### src/rtl/mux_n_1_scan.sv
// Registered N:1 multiplexer with a manual select mode and a round-robin scan mode.
// y, ch and tick are all registered; the FSM state is exposed on a debug output.
module mux_n_1_scan #(
    parameter int WIDTH = 4,
    parameter int CH    = 4,
    parameter int DWELL = 4,
    localparam int SW   = $clog2(CH)
) (
    input  logic                  clk,
    input  logic                  rst,
    input  logic [CH*WIDTH-1:0]   i,
    input  logic [SW-1:0]         s,
    input  logic                  mode,
    input  logic                  en,
    output logic [WIDTH-1:0]      y,
    output logic [SW-1:0]         ch,
    output logic                  tick,
    output logic [1:0]            state
);

    localparam int CW = $clog2(DWELL) + 1;
    localparam logic [SW:0]   CH_LIMIT = (SW+1)'(CH);
    localparam logic [SW-1:0] CH_LAST  = SW'(CH - 1);
    localparam logic [CW-1:0] CNT_LAST = CW'(DWELL - 1);

    typedef enum logic [1:0] {
        MAN  = 2'd0,
        SCAN = 2'd1,
        HOLD = 2'd2
    } state_t;

    state_t            st;
    logic [CW-1:0]     cnt;
    logic [SW-1:0]     ch_next;
    logic [CW-1:0]     cnt_next;
    logic              tick_next;
    logic [WIDTH-1:0]  chan [CH];

    for (genvar k = 0; k < CH; k++) begin : g_chan
        assign chan[k] = i[k*WIDTH +: WIDTH];
    end

    assign state = st;

    // Next index/count for an enabled edge; HOLD is handled in the register block.
    always_comb begin
        ch_next   = ch;
        cnt_next  = '0;
        tick_next = 1'b0;
        if (mode) begin
            if (cnt == CNT_LAST) begin
                ch_next   = (ch == CH_LAST) ? '0 : ch + 1'b1;
                tick_next = 1'b1;
            end else begin
                cnt_next  = cnt + 1'b1;
            end
        end else if ({1'b0, s} < CH_LIMIT) begin
            // Out-of-range selects keep the channel already on display.
            ch_next = s;
        end
    end

    always_ff @(posedge clk) begin
        if (rst) begin
            st   <= MAN;
            y    <= '0;
            ch   <= '0;
            tick <= 1'b0;
            cnt  <= '0;
        end else if (!en) begin
            st   <= HOLD;
            tick <= 1'b0;
        end else begin
            st   <= mode ? SCAN : MAN;
            ch   <= ch_next;
            y    <= chan[ch_next];
            cnt  <= cnt_next;
            tick <= tick_next;
        end
    end

endmodule

### config.mk
export PLATFORM = sky130hd
export DESIGN_NAME = mux_n_1_scan
export DESIGN_NICKNAME = d
export VERILOG_FILES = /design/src/rtl/mux_n_1_scan.sv
export SDC_FILE = /design/constraint.sdc
export NUM_CORES = 1
export LEC_CHECK = 0
export CAP_MARGIN = 20
export CORE_ASPECT_RATIO = 0.8
export CORE_MARGIN = 4
export CORE_UTILIZATION = 29
export CTS_BUF_LIST = sky130_fd_sc_hd__clkbuf_8 sky130_fd_sc_hd__clkbuf_16
export DETAILED_ROUTE_END_ITERATION = 16
export PLACE_DENSITY = 0.62
export SLEW_MARGIN = 20
export SYNTH_ARGS = -nofsm -noshare
export SYNTH_HDL_FRONTEND = slang
export SYNTH_SLANG_ARGS = --single-unit
### constraint.sdc
create_clock -name clk -period 3.5 [get_ports clk]
set_clock_uncertainty 0.1 [all_clocks]
set_input_delay 0.35 -clock clk [delete_from_list [all_inputs] [get_ports clk]]
set_output_delay 0.35 -clock clk [all_outputs]
set_load 0.01 [all_outputs]
==> results.md <==
- Status: finished, final reports clean
- Max-Cap Viols: 0
- Post-route cell area: approximately 1000 µm²
- CTS Buffer Depth: 2
- Vias per std cell: roughly 5.5
- Post-synth ARST share: 0
- Setup TNS: 0 ns
- Setup CP Type: reg -> reg
- Largest net degree at the start of global routing: 15
- Placed insts: ~120
- Crit-path max FO: 8
- Final Non-Filler Cells: approximately 130
- CTS resizes: 0
- Post-CTS Setup Bufs: 0
- Synth Instances: 72
- #FFs+latches synth: 12
- Worst-Margin Slew: ~0.75 ns
- Worst path max stage delay: around 0.64 ns
- Cell Area, Placed: ~1000 µm²
- Worst skew pair latency: roughly 0.24 ns
- CP Buf/Inv Count: 0
- Vias in the first global route: roughly 690
- DRT iter0 DRCs: 38
- CTS root buf: clkbuf_8
- Post-Syn Area: just under 700 µm²
- Die area: 3170 µm²
- Endpoints failing setup: 0
- Drt total wl: 2010 µm
- Post-layout min period: between 2 and 2.5 ns
- Avg Cell Area, Syn: between 9 and 10 µm²
- P&R area growth vs syn: 54.0%
- Starting Density: 0.310
- Arrival @ worst endpoint: 2.07 ns
- Remaining DRCs: 0
- CTS tree: built
- DP Worst Slack: 1.26 ns
- Worst Setup Slack, final: 1.48 ns
- Crit. End Element: flop
- IO buf count: 30
- Net Count, Synth: between 90 and 100
- GRT overflow: 0
- DRT antenna net count: 0
- Final Wtd Congestion: ~0.73
- Initial antenna violation count: 0
- CP cell instances: ha_1 -> nand2b_1 -> a31oi_1 -> a32oi_1 -> o221ai_1
- Hold Vio Cnt, Final: 0
- Share of layout cells above drive strength 1: 0.118
- Max-slew violations: 0
- Reg2Reg Setup Slack: ~1.5 ns
- RSZ-0062 raised after global routing: false
- Slew HR: 0.496
- Req. time, crit path: 3.55 ns
- Number of buffers created by CTS: 3
- CTS Sinks: 12
- Core Util, Final: 0.477
- Crit path launch type: flop
- Maximum vdd ir drop: 184 µV
- Clk pin slew, worst setup/hold paths: about 0.05 ns
- Synth Flop Type: dfxtp_1
- Worst path top cell family by delay: compound AO/OA/AOI/OAI gates
- GRT Util Overall: 0.143
- Leakage: around 0.38 nW
- I/O Pins: 31
- HP Class: reg -> reg
- Fmax: roughly 0.5 GHz
- CP max-delay cell: a31oi_1
- Synth warnings: 0
- Yosys cell types: 27
- First-pass GRT wire length: between 3000 and 4000 µm
- Row count: 15
- Htree depth: 1
- Core area: approximately 2200 µm²
- Layout Nets: between 100 and 150
- P per Cell Area: roughly 370 nW/µm²
- Register area share after synthesis: 0.356
- Post-synth EDFFs: 0
- Wirelength per Cell: around 16 µm
- Hold buffer count at cts: 0
- First drt pass iteration count: 4
- Inserted Diodes: 0
- Die Span X: between 60 and 70 µm
- Dpl hpwl: roughly 1500 µm
- Final Cycle Share: 0.577
- Die height: 51.1 µm
- Routed via count: about 700
path summary, 6_finish.rpt:
check | cells past startpoint | start | to
setup / recovery | 5 | cnt[0] | y[2]
hold / removal | 1 | cnt[1] | cnt[1]
setup reg to reg | 5 | cnt[0] | y[2]
hold reg to reg | 1 | cnt[1] | cnt[1]
stage by stage:
step | power [W] | hold slack, ns
3_3_place_gp | 0.000232 | 0.357
6_report | 0.000383 | 0.384
5_1_grt | 0.000402 | 0.412
4_1_cts | 0.000388 | 0.385
2_1_floorplan | 0.000188 | 0.346
3_5_place_dp | 0.000233 | 0.377
where the power goes:
group | switching (W) | internal (W)
registers | 0.00000538 | 0.000144
clock network | 0.0000527 | 0.0000995
logic | 0.0000321 | 0.0000489
total | 0.0000902 | 0.000293
synthesized netlist by cell type, types with 2 or more instances:
library cell | count | area [µm²]
nor2_1 | 4 | 15.0
o221ai_1 | 4 | 35.0
dfxtp_1 | 12 | 240
nand2b_1 | 3 | 18.8
ha_1 | 2 | 25.0
clkbuf_1 | 3 | 11.3
a21oi_1 | 2 | 10.0
a31oi_1 | 2 | 12.5
and3b_1 | 2 | 17.5
nor2b_1 | 11 | 68.8
or3b_2 | 4 | 35.0
a32oi_1 | 8 | 70.1
registers in the layout, summed over array words and instances, names as in the netlist:
name   count
ch         2
cnt        3
y          4
tick       1
state      2
layout by cell type, fill, tap and decap left out, drive strengths merged, types with 2 or more instances in the layout:
master and instances:
dfxtp 12, nand2b 3, o221ai 4, a211o 2, a32oi 8, nor2 4
ha 2, clkbuf 4, or3b 4, and3b 2, a21oi 2, a31oi 2
nor2b 11, clkdlybuf4s50 30
layout make-up:
cell class              instances  area [µm²]
clock buffers                   4        55.1
fillers                       211        1140
inverters                       1        3.75
multi-input cells              55         408
flip-flops and latches         12         240
well taps                      25        31.3
repair buffers                 30         300
metal layers:
layer / wire length (µm) / track usage / vias up / share of wire
met5: 0 / 0 / - / 0
met2: 961 / 0.209 / 14 / 0.48
li1: - / - / 344 / -
met3: 101 / 0.0631 / 2 / 0.050
met4: 7 / 0.0459 / 0 / 0.0035
met1: 942 / 0.186 / 336 / 0.47
worst register-to-register path, cell delays in order, from the launching register on:
cell	delay, ns
dfxtp_1	0.34
ha_1	0.22
nand2b_1	0.18
a31oi_1	0.64
a32oi_1	0.22
o221ai_1	0.23
cell families (layout without fill, tap and decap cells):
family,count (synthesis),after routing,share of synthesized area
DFF,12,12,0.356
and+or+nand+nor,32,32,0.314
buffers and inverters,5,35,0.0390
adders and majority gates,2,2,0.0371
AOI/OAI and AO/OA,21,21,0.254
Note: power is estimated with default switching activity, not from simulation.
